==> config.mk <==
export PLATFORM = sky130hd
export DESIGN_NAME = gameover_overlay_ctrl
export DESIGN_NICKNAME = d
export VERILOG_FILES = /design/src/rtl/go_overlay_pkg.sv /design/src/rtl/frame_tick_gen.sv /design/src/rtl/gameover_overlay_ctrl.sv
export SDC_FILE = /design/constraint.sdc
export NUM_CORES = 1
export LEC_CHECK = 0
export BUFFER_PORTS_ARGS = -buffer_cell sky130_fd_sc_hd__buf_2
export CAP_MARGIN = 20
export CORE_MARGIN = 2
export CORE_UTILIZATION = 25
export DETAILED_ROUTE_END_ITERATION = 8
export GPL_ROUTABILITY_DRIVEN = 0
export MAX_ROUTING_LAYER = met4
export PLACE_DENSITY = 0.42
export SYNTH_ARGS = -nofsm -noshare
export SYNTH_HDL_FRONTEND = slang
export SYNTH_SLANG_ARGS = --single-unit
==> constraint.sdc <==
create_clock -name Clk -period 2.5 [get_ports Clk]
set_clock_uncertainty 0.05 [all_clocks]
set_input_delay 0 -clock Clk [delete_from_list [all_inputs] [get_ports Clk]]
set_output_delay 0 -clock Clk [all_outputs]
set_load 0.01 [all_outputs]
==> src/rtl/go_overlay_pkg.sv <==
// Shared types and widths for the Game Over overlay sequencer and its helpers.
package go_overlay_pkg;

  localparam int ADDR_W  = 19;
  localparam int RGB_W   = 24;
  localparam int COORD_W = 10;
  localparam int CNT_W   = 16;

  typedef enum logic [1:0] {
    IDLE,
    DELAY,
    BLINK,
    HOLD
  } state_t;

  // A zero frame count would never match the counter, so it is treated as one frame.
  function automatic int at_least_one(input int n);
    return (n < 1) ? 1 : n;
  endfunction

endpackage

==> src/rtl/frame_tick_gen.sv <==
// VS falling-edge detector producing a one-cycle frame tick, plus a clearable tick counter.
module frame_tick_gen #(
  parameter int CNT_W = go_overlay_pkg::CNT_W
) (
  input  logic             clk,
  input  logic             srst_n,
  input  logic             vs,
  input  logic             clr,
  output logic             tick,
  output logic [CNT_W-1:0] frame_cnt
);

  logic             vs_prev_reg;
  logic [CNT_W-1:0] cnt_reg;

  assign tick      = vs_prev_reg & ~vs;
  assign frame_cnt = cnt_reg;

  // Clear wins over the tick so the owner can restart a count on the very tick it ends one.
  always_ff @(posedge clk) begin
    if (!srst_n) begin
      vs_prev_reg <= 1'b1;
      cnt_reg     <= '0;
    end else begin
      vs_prev_reg <= vs;
      if (clr)
        cnt_reg <= '0;
      else if (tick)
        cnt_reg <= cnt_reg + 1'b1;
    end
  end

endmodule

==> src/rtl/gameover_overlay_ctrl.sv <==
// Game Over overlay: delay/blink/hold visibility sequencer, sprite-window addressing,
// and valid/colour-key realignment with the frame RAM's one-cycle registered read.
module gameover_overlay_ctrl
  import go_overlay_pkg::*;
#(
  parameter int          SPR_W         = 128,
  parameter int          SPR_H         = 64,
  parameter int          X0            = 256,
  parameter int          Y0            = 208,
  parameter int          DELAY_FRAMES  = 30,
  parameter int          BLINK_FRAMES  = 15,
  parameter int          BLINK_TOGGLES = 6,
  parameter bit          KEY_EN        = 1'b1,
  parameter logic [23:0] KEY_RGB       = 24'h000000
) (
  input  logic        Clk,
  input  logic        Reset,
  input  logic [9:0]  DrawX,
  input  logic [9:0]  DrawY,
  input  logic        VS,
  input  logic        game_over,
  input  logic        restart,
  output logic [18:0] read_address,
  input  logic [23:0] ram_data,
  output logic        pixel_valid,
  output logic [23:0] pixel_rgb,
  output logic        overlay_active
);

  localparam logic [CNT_W-1:0] DELAY_LAST = CNT_W'(at_least_one(DELAY_FRAMES) - 1);
  localparam logic [CNT_W-1:0] BLINK_LAST = CNT_W'(at_least_one(BLINK_FRAMES) - 1);
  localparam logic [7:0]       TOG_LAST   = 8'(BLINK_TOGGLES - 1);
  localparam bit               NO_BLINK   = (BLINK_TOGGLES < 1);
  localparam logic [11:0]      X_LO       = 12'(X0);
  localparam logic [11:0]      X_HI       = 12'(X0 + SPR_W - 1);
  localparam logic [11:0]      Y_LO       = 12'(Y0);
  localparam logic [11:0]      Y_HI       = 12'(Y0 + SPR_H - 1);

  state_t             state_reg, state_next;
  logic               visible_reg, visible_next;
  logic [7:0]         tog_reg, tog_next;
  logic               tick, cnt_clr;
  logic [CNT_W-1:0]   frame_cnt;

  frame_tick_gen #(.CNT_W(CNT_W)) u_frame_tick (
    .clk      (Clk),
    .srst_n   (Reset),
    .vs       (VS),
    .clr      (cnt_clr),
    .tick     (tick),
    .frame_cnt(frame_cnt)
  );

  always_ff @(posedge Clk) begin
    if (!Reset) begin
      state_reg   <= IDLE;
      visible_reg <= 1'b0;
      tog_reg     <= '0;
    end else begin
      state_reg   <= state_next;
      visible_reg <= visible_next;
      tog_reg     <= tog_next;
    end
  end

  // Visibility only moves on frame ticks, so the overlay never tears mid-frame.
  always_comb begin
    state_next   = state_reg;
    visible_next = visible_reg;
    tog_next     = tog_reg;
    cnt_clr      = 1'b0;
    if (restart) begin
      state_next   = IDLE;
      visible_next = 1'b0;
      tog_next     = '0;
      cnt_clr      = 1'b1;
    end else begin
      case (state_reg)
        IDLE: begin
          visible_next = 1'b0;
          tog_next     = '0;
          cnt_clr      = 1'b1;
          if (game_over)
            state_next = DELAY;
        end
        DELAY: begin
          if (tick && frame_cnt == DELAY_LAST) begin
            state_next   = NO_BLINK ? HOLD : BLINK;
            visible_next = 1'b1;
            tog_next     = '0;
            cnt_clr      = 1'b1;
          end
        end
        BLINK: begin
          if (tick && frame_cnt == BLINK_LAST) begin
            visible_next = ~visible_reg;
            tog_next     = tog_reg + 8'd1;
            cnt_clr      = 1'b1;
            if (tog_reg == TOG_LAST) begin
              state_next   = HOLD;
              visible_next = 1'b1;
            end
          end
        end
        HOLD: visible_next = 1'b1;
        default: state_next = IDLE;
      endcase
    end
  end

  logic               in_win;
  logic [COORD_W-1:0] dx, dy;
  logic [ADDR_W-1:0]  addr_calc;
  logic [ADDR_W-1:0]  addr_reg;
  logic               v1_reg, v2_reg;

  assign in_win = visible_reg
                && ({2'b00, DrawX} >= X_LO) && ({2'b00, DrawX} <= X_HI)
                && ({2'b00, DrawY} >= Y_LO) && ({2'b00, DrawY} <= Y_HI);

  // Offsets only reach the address register when in window, so wrap-around is never seen.
  assign dx        = DrawX - COORD_W'(X0);
  assign dy        = DrawY - COORD_W'(Y0);
  assign addr_calc = ADDR_W'(dy) * ADDR_W'(SPR_W) + ADDR_W'(dx);

  always_ff @(posedge Clk) begin
    if (!Reset) begin
      addr_reg <= '0;
      v1_reg   <= 1'b0;
      v2_reg   <= 1'b0;
    end else begin
      addr_reg <= in_win ? addr_calc : '0;
      v1_reg   <= in_win;
      v2_reg   <= v1_reg;
    end
  end

  assign read_address   = addr_reg;
  assign pixel_valid    = v2_reg && !(KEY_EN && (ram_data == KEY_RGB));
  assign pixel_rgb      = pixel_valid ? ram_data : '0;
  assign overlay_active = (state_reg != IDLE);

endmodule

==> impl_summary.md, run 1 <==
Setup path
Data on the critical path is required at its endpoint by 2640 ps. The element type at the critical path end is a flip-flop. The cell count of the worst reg-to-reg path is 6. The critical path in this run is classified as in2reg. In this run the worst path has a maximum fanout of 10. The sort of element at the start of the critical path is a primary input.

The arrival time of the worst setup path is 2230 ps.

Clocking
The clock-pin transition on the worst setup and hold timing paths is 80 ps. The root cell of the clock tree is sky130_fd_sc_hd__clkbuf_8. The number of hold buffers added after CTS was 14. The maximum level of the CTS H-tree is 2. TritonCTS created 5 clock buffers. The CTS tree is yes.

The clock net in this run drives a total of 48 sinks. For the worst-skew pair, the clock arrives at the later sink with an insertion delay of 290 ps. Buffers added to address setup during post-CTS repair amount to 0. Gates resized during post-CTS repair numbered 0. No sink is reached through more buffers than the 2 on the longest clock path.

Floorplanning
The vertical die dimension is 106 um. The number of top-level pins is 94. From left edge to right edge, the die measures 106 um. The floorplan has 37 rows. The overall die area is 11200 um^2. The floorplan step defined a core boundary enclosing 10200 um^2. The starting utilization of the core area is 25.5%.

Logic synthesis
The cell area after synthesis is 2590 um^2. By area, the combinational part of the netlist is dominated by simple AND/OR/NAND/NOR gates. Each instance of the synthesized netlist takes up on average 8.76 um^2. In the synthesized netlist the async set-or-reset flop fraction comes to 0%. Sequential cells were found to cover 37.1% of the synthesized design area. The synthesized instance count is 296.

After synthesis, the share of cell area in mux cells is 0%. After Yosys synthesis, and, or, nand and nor cells account for 32.1% of the synthesized area. The count of unique library cells instantiated by Yosys is 47. The synthesized netlist devotes 9.46% of its cell area to adder and majority cells. The post-synthesis compound-gate area fraction is 8.01%. The flip-flop and latch count after synthesis is 48.

The number of warning messages in the yosys log is 0. The synthesized netlist devotes 9.12% of its cell area to XOR and XNOR gates. In this run, synthesis inferred 0 flip-flops with an integrated enable. In the synthesized netlist the dominant register cell turns out to be sky130_fd_sc_hd__dfxtp_1.

Worst hold path
The count of cells along the worst hold path is 3. In this run the worst hold path is classified as in2reg.

STA
The total setup violations reported at the end of the flow is 0. The number of endpoints with negative hold slack in the final report is 0. Setup repair after global routing left no endpoint under its margin. After layout, the worst path uses 83.3% of the clock period.

Once routing completed, OpenROAD measured the worst setup slack at 419 ps. The number of max-slew violations in the final report is 0. Derived from the worst setup path, the maximum achievable clock frequency is 480 MHz. The final worst hold slack is 21.8 ps. The total negative setup slack is 0 ps. Subtracting the final worst setup slack from the clock period gives 2080 ps.

Pwr
For this design the ratio of total power to cell area is 434 nW/um^2. The leakage power is 1.51 nW. The overall power after layout is 1.49 mW.

VDD sags by at most 0.000183 V.

Global route
The total overflow left after global routing is 0. In the global route stage, overall resource usage came out at 11.3%. The via count of the first global-routing pass is 2295. The wire length of the first global-routing pass is 10200 um.

The initial antenna violation count came to 0. The maximum number of pins on one net before global-route repair is 18.

Detailed routing
The number of iterations in the first detailed-routing pass is 4. In the routed design, unresolved DRC markers number 0. The total routed wirelength is 6050 um. In the final routed layout, each cell accounts on average for 11.2 um. The number of vias in the routed layout is 2344. In this run, the number of DRC markers left after iteration 0 of detailed routing was 153. Once detail routing completed, the nets flagged for antenna violations numbered 0.

In the routed layout, each cell is associated on average with a via count of 4.35.

Placed design
Input and output buffers added on the ports amount to 92. The minimum setup slack after placement is 463 ps. The HPWL after detailed placement is 4670 um.

Layout
The number of nets in the layout is 472. Cells fill 33.7% of the core in the end. The final antenna diode count is 0.

The register with the most flip-flops in the layout has 18 of them. From synthesis to final layout, the design area changed by 32.5%. Cells with a size suffix above 1 make up 26.6% of the layout.

Outcome
The flow ran to the end, and the final reports show no timing, DRC or antenna violations.

Job
The count of maximum capacitance violations is 0.
where the power goes:
group	switching, mW	internal, mW
Clock	0.251	0.288
Combinational	0.0905	0.0889
Sequential	0.00403	0.768
Total	0.345	1.14
cells by family after synthesis:
family / count (synthesis)
compound gates: 28
xor+xnor: 27
fa+ha+maj: 19
buf+inv: 24
flops: 48
other cells: 1
simple gates: 149
synth_stat cells (2+ instances only):
| library cell | instances | area [um^2] |
|---|---|---|
| sky130_fd_sc_hd__a211oi_1 | 5 | 37.5 |
| sky130_fd_sc_hd__buf_4 | 2 | 15.0 |
| sky130_fd_sc_hd__nor4_1 | 13 | 81.3 |
| sky130_fd_sc_hd__and3_1 | 4 | 25.0 |
| sky130_fd_sc_hd__dfxtp_1 | 48 | 961 |
| sky130_fd_sc_hd__a21oi_1 | 5 | 25.0 |
| sky130_fd_sc_hd__xnor2_1 | 14 | 123 |
| sky130_fd_sc_hd__clkbuf_1 | 4 | 15.0 |
| sky130_fd_sc_hd__ha_1 | 18 | 225 |
| sky130_fd_sc_hd__nor3_1 | 7 | 35.0 |
| sky130_fd_sc_hd__nor2b_1 | 2 | 12.5 |
| sky130_fd_sc_hd__o21ai_0 | 3 | 15.0 |
| sky130_fd_sc_hd__a21o_1 | 2 | 15.0 |
| sky130_fd_sc_hd__nand3_1 | 9 | 45.0 |
| sky130_fd_sc_hd__nand3b_1 | 2 | 15.0 |
| sky130_fd_sc_hd__a2111oi_0 | 2 | 17.5 |
| sky130_fd_sc_hd__o21a_1 | 4 | 30.0 |
| sky130_fd_sc_hd__nand2_1 | 19 | 71.3 |
| sky130_fd_sc_hd__xor2_1 | 13 | 114 |
| sky130_fd_sc_hd__inv_1 | 16 | 60.1 |
| sky130_fd_sc_hd__nand2b_1 | 2 | 12.5 |
| sky130_fd_sc_hd__nor2_1 | 32 | 120 |
| sky130_fd_sc_hd__and2_1 | 40 | 250 |
| sky130_fd_sc_hd__nand4_1 | 7 | 43.8 |
critical path: stages:
cell                            delay (ps)
sky130_fd_sc_hd__dlygate4sd3_1         540
sky130_fd_sc_hd__buf_2                 140
sky130_fd_sc_hd__and4b_1               310
sky130_fd_sc_hd__nand4_1               170
sky130_fd_sc_hd__o21a_1                380
sky130_fd_sc_hd__o31ai_4               450
sky130_fd_sc_hd__nand4b_1              180
sky130_fd_sc_hd__nand2_1                50
per-layer routing:
layer / track usage (%) / part of all wire, % / wire (um)
met3: 2.29 / 6.6 / 397
met4: 3.29 / 0.99 / 60
met2: 19.5 / 45 / 2740
met5: - / 0 / 0
met1: 13.2 / 47 / 2850
metrics by stage:
step / cell area (um^2) / cells
6_report: 3440 / 539
5_1_grt: 3440 / 539
4_1_cts: 3440 / 539
3_5_place_dp: 3200 / 519
3_3_place_gp: 3200 / 519
2_1_floorplan: 2600 / 297
final cells by class:
type / instances / area, um^2
inverters: 16 / 60.1
fillers: 1066 / 6750
clock buffers: 5 / 68.8
flip-flops and latches: 48 / 961
multi-input cells: 225 / 1530
repair buffers: 108 / 616
well taps: 136 / 170
clock inverters: 1 / 30.0
path summary, 6_finish.rpt:
| kind | startpoint | endpoint | slack [ps] |
|---|---|---|---|
| setup / recovery | VS | tog_reg[7] | 420 |
| hold / removal | DrawY[6] | read_address[15] | 20 |
| setup reg to reg | u_frame_tick.frame_cnt[5] | tog_reg[7] | 460 |
| hold reg to reg | v1_reg | v2_reg | 440 |
cell usage in the layout (no fill, tap or decap), drive strengths merged, types with 7 or more instances in the layout:
cell type and count:
dfxtp 48, nor2 32, buf 94, ha 18
nand3 9, xnor2 14, xor2 13, nor3 9
nor4 14, nand2 19, nand4 7, dlygate4sd3 14
inv 16, and2 40
(Power assumes the default switching activity.)
==> run 2, diff against run 1 <==
==> constraint.sdc (replaced) <==
create_clock -name Clk -period 2.1 [get_ports Clk]
set_clock_uncertainty 0.05 [all_clocks]
set_input_delay 0 -clock Clk [delete_from_list [all_inputs] [get_ports Clk]]
set_output_delay 0 -clock Clk [all_outputs]
set_load 0.01 [all_outputs]
==> run 2 against run 1 <==
Against the previous run:
- hold slack worse by 16 ps
- via count up 3.0%
- highest routed layer unchanged
- power up 24%
- clock power up 30%
- critical endpoint is now visible_reg
- routed wire length up 4.3%
- sequential power up 19%
- first-iteration DRC count down 53%
==> impl_summary.md, run 2 (same netlist as run 1, synthesis figures left out) <==
Outcome
The flow ran to the end, and the final reports show no timing, DRC or antenna violations.

Layout
The most frequent standard cell in the layout excluding fill and tap cells is sky130_fd_sc_hd__buf_2. The number of cells in the finished layout apart from fillers is 550 (+2.0%). The fraction of layout instances using a drive strength above 1 is 30.4% (+3.9 points). The flip-flop count of the largest register after layout is 18 (unchanged). Leaving out fill and tap cells, the most frequent cells in the layout are sky130_fd_sc_hd__buf_2, sky130_fd_sc_hd__dfxtp_1, sky130_fd_sc_hd__and2_1, sky130_fd_sc_hd__nor2_1, sky130_fd_sc_hd__nand2_1. The relative area change from synthesis to final layout is 38.3%. The filler cell count is 1053 (-1.2%). The final antenna diode count is 0 (unchanged).

The number of nets in the layout came to 481 (+1.9%).

Detailed routing
The wire length per cell is 11.5 um (+2.2%). The number of iterations in the first detailed-routing pass is 4 (unchanged). The post-route DRC violation count is 0 (unchanged). The number of DRC markers after the initial detailed-route iteration is 72 (-53%). The number of vias in the routed layout is 2414 (+3.0%). The residual antenna-violating net count after detailed routing came to 0 (unchanged). The routed via count divided by cell count is 4.39 (+0.93%). The total routed wirelength is 6310 um (+4.3%).

STA
The highest clock rate is 491 MHz. The total setup violations reported at the end of the flow is 0 (unchanged). Setup repair after global routing could not meet its margin everywhere. The post-route minimum period is 2030 ps. At the pin with the least slew margin, the transition time is 523 ps.

The part of the cycle the worst path needs is 96.9%. The number of max-slew violations in the final report is 0 (unchanged). The final worst setup slack was 65.0 ps (-354 ps).

Measured against its own limit, the worst slew margin works out to 65.1%. The total negative setup slack is 0 ps (unchanged). The number of endpoints with negative hold slack in the final report is 0 (unchanged).

Setup path
The delay of the slowest critical-path stage is 540 ps (about the same). The category of the most critical setup path is in2reg. The kind of cell with the highest combined delay on the critical path is simple AND/OR/NAND/NOR gates. The worst setup path is launched from a primary input. The buffers plus inverters on the worst setup path is 2 (unchanged). The largest fanout on the critical path is 5 (-5). The data required time of the worst path was 2290 ps (-350 ps). The arrival time of the worst setup path is 2230 ps (about the same). Walking the worst path, the cells encountered are dlygate4sd3_1, buf_2, and4b_2, nand4_1, o31a_4, or4_1, a21oi_2. For this design, the slowest cell found on the critical path is sky130_fd_sc_hd__dlygate4sd3_1. The element type at the critical path end is a flip-flop.

Placed design
The half-perimeter wire length after placement is 4790 um (+2.5%). The total placed cells including tap cells is 524 (+0.96%). The number of port buffers is 92 (unchanged). The minimum setup slack after placement is 82.1 ps (-381 ps).

Global route
The wire length of the first global-routing pass is 10400 um (+2.6%). The initial antenna violation count is 0 (unchanged). The sum of overflow across all layers after global routing is 0 (unchanged). The via count of the first global-routing pass is 2281 (-0.61%). The maximum number of pins on one net before global-route repair is 18 (unchanged).

The overall fraction of global-route tracks in use came to 11.7% (+0.41 points).

Clocking
The maximum level of the CTS H-tree came to 2 (unchanged). TritonCTS built the clock tree. The root cell of the clock tree is sky130_fd_sc_hd__clkbuf_8. The number of buffers created by CTS is 5 (unchanged). The clock network latency to the later pin of the worst-skew pair is 300 ps (about the same).

The maximum count of clock buffers along a single path is 2 (unchanged). The number of clock sinks was 48 (unchanged). The clock-pin transition on the worst setup and hold timing paths is 100 ps (+20 ps).

Floorplanning
The x dimension of the die came to 106 um (unchanged). The vertical die dimension is 106 um (unchanged). The overall die area is 11200 um^2 (unchanged). The floorplan row count is 37 (unchanged).

The number of top-level pins was 94 (unchanged). The core area is 10200 um^2 (unchanged). The starting utilization of the core area is 25.5% (unchanged).

Pwr
The leakage power came to 1.57 nW (+3.7%). The switching power of the nets is 0.454 mW (+32%). The power share of the clock group is 37.8% (+1.7 points).

The power density over the cells is 514 nW/um^2 (+19%). The largest voltage drop on the vdd net is 0.000207 V (+13%). The share of total power in combinational logic is 12.3% (+0.3 points). The proportion of total power due to net switching was 24.7% (+1.5 points). The part of the power in registers came to 49.9% (-1.9 points). The internal cell power is 1.39 mW (+21%).

Job
The count of maximum capacitance violations is 0 (unchanged).

Worst hold path
The kind of path behind the tightest hold check is in2reg.
==> run 2: metrics by stage <==
step                      utilization (%)  power [mW]  area, um^2  hold WS [ps]
final                                35.2        1.84        3580          6.10
after global routing                 35.2        1.94        3580          9.80
after CTS                            34.5        1.87        3510          3.99
after detailed placement             31.8        1.14        3230           177
after global placement               31.8        1.14        3230           171
after floorplan                         -        1.05        2600          23.0
==> run 2: power by group through the flow <==
| stage | combinational (mW) | sequential (mW) | clock [mW] |
|---|---|---|---|
| 2_1_floorplan | 0.111 | 0.940 | 0 |
| 3_5_place_dp | 0.196 | 0.941 | 0 |
| 6_report | 0.227 | 0.919 | 0.697 |
| 3_3_place_gp | 0.196 | 0.940 | 0 |
| 4_1_cts | 0.221 | 0.920 | 0.730 |
| 5_1_grt | 0.256 | 0.921 | 0.766 |
==> run 2: area by class of cell <==
type	count	area [um^2]	share of cell area (%)
inverters	16	60.1	1.68
repair buffers	116	681	19.0
clock inverters	3	46.3	1.29
well taps	136	170	4.75
clock buffers	5	68.8	1.92
multi-input cells	226	1600	44.5
flip-flops and latches	48	962	26.8
==> run 2: routing by layer <==
metal / track usage, % / up-vias / wire length, um
met4: 3.67 / 0 / 95
met1: 13.7 / 1067 / 2890
met2: 19.7 / 101 / 2850
met3: 3.03 / 8 / 476
met5: - / - / 0
li1: - / 1238 / -
==> run 2: repair_timing <==
item | in CTS | in global routing
resized for setup | 0 | 13
endpoints found under the hold margin | 14 | 0
hold buffers | 16 | 0
setup buffers | 0 | 1
endpoints found under the setup margin | 0 | 9
==> run 2: path summary, 6_finish.rpt <==
check                                 start     endpoint  slack (ps)  cells after the start
setup / recovery                         VS  visible_reg          70                      7
hold / removal                      restart  visible_reg           6                      3
setup reg to reg  u_frame_tick.frame_cnt[6]  visible_reg          80                      5
hold reg to reg                      v1_reg       v2_reg         460                      1
==> run 2: tightest hold or removal path, stage by stage <==
cell and delay [ps]:
sky130_fd_sc_hd__buf_2 100, sky130_fd_sc_hd__nand2b_1 180, sky130_fd_sc_hd__a21oi_2 40
